[src/rtl/id_ex_pkg.sv]
// Shared types for the ID/EX operand stage: forwarding codes and stall FSM states.
package id_ex_pkg;

    localparam int unsigned FwdCodeWidth  = 4;
    localparam int unsigned StallCntWidth = 32;

    typedef enum logic [FwdCodeWidth-1:0] {
        FWD_RF     = 4'b0000,
        FWD_WB     = 4'b0001,
        FWD_MEM    = 4'b0010,
        FWD_LD_EX  = 4'b0011,
        FWD_LD_MEM = 4'b0100,
        FWD_EX     = 4'b1000
    } fwd_sel_e;

    typedef enum logic {
        RUN       = 1'b0,
        LOAD_WAIT = 1'b1
    } stall_state_e;

endpackage

[src/rtl/operand_fwd_mux.sv]
// Per-operand forwarding mux: picks the source named by the forwarding code and
// reports whether the value is not yet available (hazard) or the code is unknown.
module operand_fwd_mux
    import id_ex_pkg::*;
#(
    parameter int unsigned DataWidth = 32
) (
    input  logic [FwdCodeWidth-1:0] code_i,
    input  logic [DataWidth-1:0]    rf_data_i,
    input  logic [DataWidth-1:0]    wb_result_i,
    input  logic [DataWidth-1:0]    mem_alu_result_i,
    input  logic [DataWidth-1:0]    ex_alu_result_i,
    input  logic [DataWidth-1:0]    mem_load_data_i,
    input  logic                    mem_load_valid_i,
    output logic [DataWidth-1:0]    data_o,
    output logic                    hazard_o,
    output logic                    illegal_o
);

    // Source select; unknown codes fall back to the register file and flag illegal.
    always_comb begin
        data_o    = rf_data_i;
        hazard_o  = 1'b0;
        illegal_o = 1'b0;
        case (code_i)
            FWD_RF:     data_o = rf_data_i;
            FWD_WB:     data_o = wb_result_i;
            FWD_MEM:    data_o = mem_alu_result_i;
            FWD_EX:     data_o = ex_alu_result_i;
            FWD_LD_MEM: begin
                data_o   = mem_load_data_i;
                hazard_o = !mem_load_valid_i;
            end
            FWD_LD_EX:  hazard_o = 1'b1;
            default:    illegal_o = 1'b1;
        endcase
    end

endmodule

[src/rtl/id_ex_operand_stage.sv]
// ID/EX operand stage: forwards source operands, stalls decode on load-use
// hazards and registers the operands behind a valid/ready handshake.
// Optional stall-cycle counter enabled by defining ID_EX_STALL_CNT_EN.
module id_ex_operand_stage
    import id_ex_pkg::*;
#(
    parameter int unsigned DataWidth    = 32,
    parameter int unsigned RegAddrWidth = 5
) (
    input  logic                     clk,
    input  logic                     rst_n,
    input  logic                     flush,
    input  logic                     id_valid,
    output logic                     id_ready,
    output logic                     ex_valid,
    input  logic                     ex_ready,
    input  logic [RegAddrWidth-1:0]  id_rd,
    output logic [RegAddrWidth-1:0]  ex_rd,
    input  logic [FwdCodeWidth-1:0]  Operand_A_control,
    input  logic [FwdCodeWidth-1:0]  Operand_B_control,
    input  logic [DataWidth-1:0]     rf_rs1_data,
    input  logic [DataWidth-1:0]     rf_rs2_data,
    input  logic [DataWidth-1:0]     ex_alu_result,
    input  logic [DataWidth-1:0]     mem_alu_result,
    input  logic [DataWidth-1:0]     wb_result,
    input  logic [DataWidth-1:0]     mem_load_data,
    input  logic                     mem_load_valid,
    output logic [DataWidth-1:0]     op_a,
    output logic [DataWidth-1:0]     op_b,
`ifdef ID_EX_STALL_CNT_EN
    input  logic                     stall_cnt_clr,
    output logic [StallCntWidth-1:0] stall_cycles,
`endif
    output logic                     illegal_fwd
);

    logic [DataWidth-1:0]    sel_a, sel_b;
    logic                    hz_a, hz_b, ill_a, ill_b;
    logic                    hz, slot_free, capture;

    logic                    ex_valid_q, ex_valid_d;
    logic [DataWidth-1:0]    op_a_q, op_a_d;
    logic [DataWidth-1:0]    op_b_q, op_b_d;
    logic [RegAddrWidth-1:0] ex_rd_q, ex_rd_d;
    logic                    illegal_q, illegal_d;
    stall_state_e            state_q;

    operand_fwd_mux #(.DataWidth(DataWidth)) u_fwd_a (
        .code_i           (Operand_A_control),
        .rf_data_i        (rf_rs1_data),
        .wb_result_i      (wb_result),
        .mem_alu_result_i (mem_alu_result),
        .ex_alu_result_i  (ex_alu_result),
        .mem_load_data_i  (mem_load_data),
        .mem_load_valid_i (mem_load_valid),
        .data_o           (sel_a),
        .hazard_o         (hz_a),
        .illegal_o        (ill_a)
    );

    operand_fwd_mux #(.DataWidth(DataWidth)) u_fwd_b (
        .code_i           (Operand_B_control),
        .rf_data_i        (rf_rs2_data),
        .wb_result_i      (wb_result),
        .mem_alu_result_i (mem_alu_result),
        .ex_alu_result_i  (ex_alu_result),
        .mem_load_data_i  (mem_load_data),
        .mem_load_valid_i (mem_load_valid),
        .data_o           (sel_b),
        .hazard_o         (hz_b),
        .illegal_o        (ill_b)
    );

    // Handshake: a hazard only matters for a real instruction; flush blocks acceptance.
    always_comb begin
        hz        = id_valid & (hz_a | hz_b);
        slot_free = !ex_valid_q | ex_ready;
        id_ready  = slot_free & !hz & !flush;
        capture   = id_valid & id_ready;
    end

    // Next-state for the ID/EX payload; flush kills the slot, backpressure holds it.
    always_comb begin
        ex_valid_d = ex_valid_q;
        op_a_d     = op_a_q;
        op_b_d     = op_b_q;
        ex_rd_d    = ex_rd_q;
        illegal_d  = illegal_q | (id_valid & (ill_a | ill_b));
        if (flush) begin
            ex_valid_d = 1'b0;
        end else if (capture) begin
            ex_valid_d = 1'b1;
            op_a_d     = sel_a;
            op_b_d     = sel_b;
            ex_rd_d    = id_rd;
        end else if (ex_ready) begin
            ex_valid_d = 1'b0;
        end
    end

    // ID/EX pipeline register and sticky illegal-code flag.
    always_ff @(posedge clk or negedge rst_n) begin
        if (!rst_n) begin
            ex_valid_q <= 1'b0;
            op_a_q     <= '0;
            op_b_q     <= '0;
            ex_rd_q    <= '0;
            illegal_q  <= 1'b0;
        end else begin
            ex_valid_q <= ex_valid_d;
            op_a_q     <= op_a_d;
            op_b_q     <= op_b_d;
            ex_rd_q    <= ex_rd_d;
            illegal_q  <= illegal_d;
        end
    end

    // Stall FSM: tracks load-use wait; flush always returns to RUN.
    always_ff @(posedge clk or negedge rst_n) begin
        if (!rst_n) begin
            state_q <= RUN;
        end else begin
            case (state_q)
                RUN: begin
                    if (!flush && hz) state_q <= LOAD_WAIT;
                end
                LOAD_WAIT: begin
                    if (flush || !hz) state_q <= RUN;
                end
                default: state_q <= RUN;
            endcase
        end
    end

`ifdef ID_EX_STALL_CNT_EN
    logic [StallCntWidth-1:0] stall_cnt_q, stall_cnt_d;

    // Saturating count of cycles spent in LOAD_WAIT; clear wins over increment.
    always_comb begin
        stall_cnt_d = stall_cnt_q;
        if (stall_cnt_clr) begin
            stall_cnt_d = '0;
        end else if (state_q == LOAD_WAIT && stall_cnt_q != '1) begin
            stall_cnt_d = stall_cnt_q + StallCntWidth'(1);
        end
    end

    // Stall counter register.
    always_ff @(posedge clk or negedge rst_n) begin
        if (!rst_n) stall_cnt_q <= '0;
        else        stall_cnt_q <= stall_cnt_d;
    end

    assign stall_cycles = stall_cnt_q;
`endif

    assign ex_valid    = ex_valid_q;
    assign op_a        = op_a_q;
    assign op_b        = op_b_q;
    assign ex_rd       = ex_rd_q;
    assign illegal_fwd = illegal_q;

endmodule

[config.mk]
export PLATFORM = sky130hd
export DESIGN_NAME = id_ex_operand_stage
export DESIGN_NICKNAME = d
export VERILOG_FILES = /design/src/rtl/id_ex_pkg.sv /design/src/rtl/operand_fwd_mux.sv /design/src/rtl/id_ex_operand_stage.sv
export SDC_FILE = /design/constraint.sdc
export NUM_CORES = 1
export LEC_CHECK = 0
export CAP_MARGIN = 20
export CORE_MARGIN = 5
export CORE_UTILIZATION = 43
export DETAILED_ROUTE_END_ITERATION = 10
export PLACE_DENSITY = 0.87
export SLEW_MARGIN = 20
export SYNTH_ARGS = -nofsm -noshare
export SYNTH_HDL_FRONTEND = slang
export SYNTH_SLANG_ARGS = --single-unit
[constraint.sdc]
create_clock -name clk -period 4.8 [get_ports clk]
set_input_delay 0.96 -clock clk [delete_from_list [all_inputs] [get_ports clk]]
set_output_delay 0.96 -clock clk [all_outputs]
set_load 0.01 [all_outputs]
Yosys cells after proc, flatten, opt, wreduce, memory -nomap -nowiden
Index checks and enable logic that the tools add are counted.
- flip-flop bits (word level): 71
- input port bits: 211
- word-level logic and storage cells: 44
- output and inout port bits: 72
- mux-type cells: 9
- reductions and logical operators: 10
- bitwise gates (word level): 10
- eq/ne operators: 10
- operator list (operator ; number):
    $pmux 32 s4 ; 2
    $eq 4x2->1 const B ; 4
    $reduce_or 6->1 ; 2
    $eq 4x1->1 const B ; 2
    $eq 4x3->1 const B ; 2
    $eq 4x4->1 const B ; 2
    $logic_not 4->1 ; 2
    $and 1x1->1 ; 5
    $mux 1 ; 5
    $logic_not 1->1 ; 4
    $or 1x1->1 ; 4
    $pmux 1 s2 ; 2
    $reduce_bool 3->1 ; 1
    $reduce_and 2->1 ; 1
    $not 1->1 ; 1

Depth between registers and ports, before layout
- word-level depth: 10
- gate-level depth with buffers: 8
- gate-level depth less buffers: 4

Modules after synthesis
A second synthesis with hierarchy kept.
- cell total of the unflattened synthesis: 496
- area total of the unflattened synthesis: 5845.6 µm²
- by module, submodules not included (module ; sequential area each (µm²) ; cells each ; times used ; area each (µm²)):
    id_ex_operand_stage ; 1776.7 ; 156 ; 1 ; 3037.9
    operand_fwd_mux ; 0.0 ; 170 ; 2 ; 1403.8

Worst setup path after synthesis
OpenSTA, ideal clock, no wires.
- path type: input to output
- from: in Operand_B_control[3]
- to: out id_ready
- path slack: 1.884 ns
- path buffers: 1
- arrival: 1.956 ns
- stages on the path: 5
- data required time: 3.840 ns
- cells stage by stage: clkbuf_1 nor2_1 a31oi_1 o21ai_0 a21boi_0
- cells in the longest elaborated chain, start to end: 7
- elaborated cells on any way between the ends: 8
- classes of those cells: 2 x eq/ne; 1 x mux; 4 x bitwise; 1 x reduce/logical
- ends and longest elaborated chain (element ; line ; text):
    start: declaration ; id_ex_operand_stage.sv:20 ; input logic [FwdCodeWidth-1:0] Operand_B_control,
    $eq 4x2->1 or $eq 4x3->1 (tied branches) ; operand_fwd_mux.sv:25 ; case (code_i)
    $pmux 1 s2 * ; operand_fwd_mux.sv:25 ;
    $or 1x1->1 * ; id_ex_operand_stage.sv:76 ; hz = id_valid & (hz_a | hz_b);
    $and 1x1->1 * ; id_ex_operand_stage.sv:76 ;
    $logic_not 1->1 * ; - ;
    $and 1x1->1 * (2 in series) ; id_ex_operand_stage.sv:78 ; id_ready = slot_free & !hz & !flush;
    end: declaration ; id_ex_operand_stage.sv:14 ; output logic id_ready,
Every way passes the cells marked *; elsewhere a longest branch is shown, timed or not.

Worst setup path in the final report
Ends and elaborated chain as after synthesis.

==> flow_metrics.py <==
metrics = {
    "yosys": {
        "synth_seq_area_share_pct": 33.3,
        "syn_area_per_cell_um2": 10.2,
        "ys_seq_elements": 71,
        "synth.most_common_cell": "dfrtp_1",
        "ys_top_cells_by_area": "dfrtp_1 (33%), mux2_2 (12%), a22o_1 (11%)",
        "syn_area_um2": 5330,
        "yosysTopAreaCellShare_pct": 33.3,
        "ys_types": 37,
        "syn_nets": 733,
        "syn_inst": 522,
        "synth_commonest_cells": "dfrtp_1 (71), a22o_1 (64), and3b_1 (62), mux2_2 (59), clkbuf_1 (44)",
        "yosysTopAreaCell": "dfrtp_1",
        "synth-edff-count": 0,
        "synth_ff_type": "dfrtp_1",
        "async_flop_share_pct": 100,
        "synth-warning-count": 0,
    },
    "pwr": {
        "p_clk_share_pct": 25.3,
        "switching_share_pct": 29.8,
        "powerDensity_nw_per_um2": 294,
        "seqPwrFrac_pct": 33.6,
        "peakVddDrop_uv": 159,
        "p_int_mw": 1.76,
        "comb_power_share_pct": 41.2,
        "power_switching_uw": 746,
        "cellLeakagePower_nw": 3.61,
    },
    "timing": {
        "finalHoldViolCount": 0,
        "fin_crit_ns": 4.09,
        "clock_skew_ns": 0.00568,
        "fmax_ghz": 0.244,
        "rsz0062_at_grt": "no",
        "worst_pin_slew_ns": 1.07,
        "finalSetupTns_ns": 0,
        "whs_ns": 0.464,
        "maxSlewHeadroom_pct": 28.6,
        "finalCritPeriodShare_pct": 85.2,
        "slew_violations": 0,
        "setup_ws_ns": 0.708,
        "setup_viol": 0,
    },
    "setup_path": {
        "cp-start-kind": "primary input",
        "critPathSlowestCell": "clkdlybuf4s50_1",
        "r2r_start": "ex_valid",
        "cp-startpoint": "Operand_B_control[3]",
        "critPathKind": "in -> out",
        "worstPathMaxFanout": 8,
        "crit_top_cell": "clkdlybuf4s50_1",
        "cpPeakStageDelay_ns": 0.77,
        "critPathRequiredTime_ns": 3.84,
        "worst-path-buf-inv": 2,
        "worstSetupEndpointType": "primary output",
        "path_cells": "clkdlybuf4s50_1, nor2_1, a31oi_1, o21ai_0, a21boi_0, clkdlybuf4s50_1",
        "crit_arrival_ns": 3.13,
        "cp_top_family": "buffers and inverters",
    },
    "floorplanning": {
        "rows": 40,
        "coreArea_um2": 12100,
        "die_area_um2": 14700,
        "ioPinCount": 283,
        "die_y_um": 121,
        "initial_core_util_pct": 44.2,
        "die_w_um": 121,
    },
    "global_routing": {
        "grt_usage_pct": 30.0,
        "grt_overflow": 0,
        "grt_pass1_vias": 6379,
        "grt_max_degree": 72,
        "antenna_found_initial": 0,
        "grt_pass1_wl_um": 34700,
    },
    "clocking": {
        "cts.repair.resized": 0,
        "ctsHoldBuffers": 0,
        "cts_tree": "yes",
        "cts_buffers": 9,
        "cts_buffer_depth": 2,
        "clock_latency_ns": 0.33,
        "cts_setup_buffers": 0,
        "cts_sinks": 71,
        "path_clk_slew_ns": 0.05,
        "root_buffer": "clkbuf_16",
        "cts-htree-levels": 3,
    },
    "finish": {
        "diodes": 0,
        "syn2layout_area_growth_pct": 60.3,
        "layout-drive-gt1-share_pct": 14.5,
        "fin_cells": 941,
        "layout.nets": 979,
        "postLayoutCoreUtil_pct": 70.8,
    },
    "placement": {
        "hpwl_um": 15800,
        "dp_cells": 925,
        "place.gp.congestion": 0.898,
        "place_ws_ns": 0.732,
        "io_buffers": 282,
    },
    "route": {
        "dr.pass1.iters": 6,
        "viasPerCell": 6.25,
        "drcViolationCount": 0,
        "met3_wirelength_um": 1740,
        "initialDrtViolationCount": 606,
        "antenna_left": 0,
        "num_vias": 5877,
        "highest_layer": "met4",
        "wirelength_um": 22900,
        "routed-wl-met2_um": 11400,
        "wl_per_cell_um": 24.3,
        "met1_length_um": 8670,
    },
    "min_path": {
        "min_from": "illegal_fwd",
        "hold_class": "reg -> reg",
    },
    "status": {
        "status": "finished clean",
    },
    "run": {
        "maxCapViolCount": 0,
    },
}
-- registers in the layout, summed over array words and instances, names as in the netlist --
name,count
op_b,32
op_a,32
ex_rd,5
illegal_fwd,1
ex_valid,1
-- kinds of logic (layout without fill, tap and decap cells) --
group / count (synthesis) / count (layout) / synth area share (%)
XOR/XNOR: 2 / 2 / 0.329
AO/OA/AOI/OAI: 202 / 202 / 30.0
AND/OR/NAND/NOR: 85 / 85 / 13.6
flip-flops: 71 / 71 / 33.3
buffers and inverters: 92 / 343 / 7.23
adder cells (fa/ha/maj): 1 / 1 / 0.188
multiplexers: 69 / 69 / 15.3
-- per-stage QoR --
stage / instance area, µm² / power (mW)
after floorplan: 5330 / 1.24
after global placement: 8260 / 1.84
after detailed placement: 8260 / 1.87
after CTS: 8540 / 2.51
after global routing: 8540 / 2.60
final: 8540 / 2.51
-- power groups by stage --
stage | sequential [mW] | clock [mW] | combinational, mW
detailed placement | 0.847 | 0 | 1.03
global route | 0.860 | 0.661 | 1.08
CTS | 0.840 | 0.637 | 1.03
finish | 0.841 | 0.633 | 1.03
floorplan | 0.909 | 0 | 0.334
global placement | 0.840 | 0 | 1.00
-- routing by layer --
metal | vias up | GRT usage, %
met5 | - | 0
met4 | 0 | 16.4
met3 | 85 | 5.64
met2 | 357 | 51.3
met1 | 2893 | 35.4
li1 | 2542 | -
-- final timing paths --
kind / endpoint / slack, ns / cells after the start
worst max-delay path: id_ready / 0.71 / 6
worst min-delay path: illegal_fwd / 0.46 / 1
worst max register to register: op_a[14] / 2.56 / 4
worst min register to register: illegal_fwd / 0.46 / 1
max in group asynchronous: op_a[5] / 3.40 / 1
min in group asynchronous: op_b[22] / 0.77 / 1
-- placed cells by master, fill, tap and decap left out, types with 9 or more instances in the layout --
master / count
mux2_2: 59
inv_1: 33
o211ai_1: 32
and3b_1: 62
mux2_4: 10
o21ai_0: 28
a22o_1: 64
a22oi_1: 32
clkdlybuf4s50_1: 280
buf_4: 13
a221o_1: 32
dfrtp_1: 71
clkbuf_16: 9
-- area by class of cell --
class                           count  area (µm²)
Clock buffer                       12         256
Clock inverter                      4        20.0
Fill cell                         904        3520
Inverter                           33         124
Multi-Input combinational cell    359        3250
Sequential cell                    71        1780
Tap cell                          168         210
Timing Repair Buffer              294        2910
No activity file was read; power rests on OpenSTA's default activity.
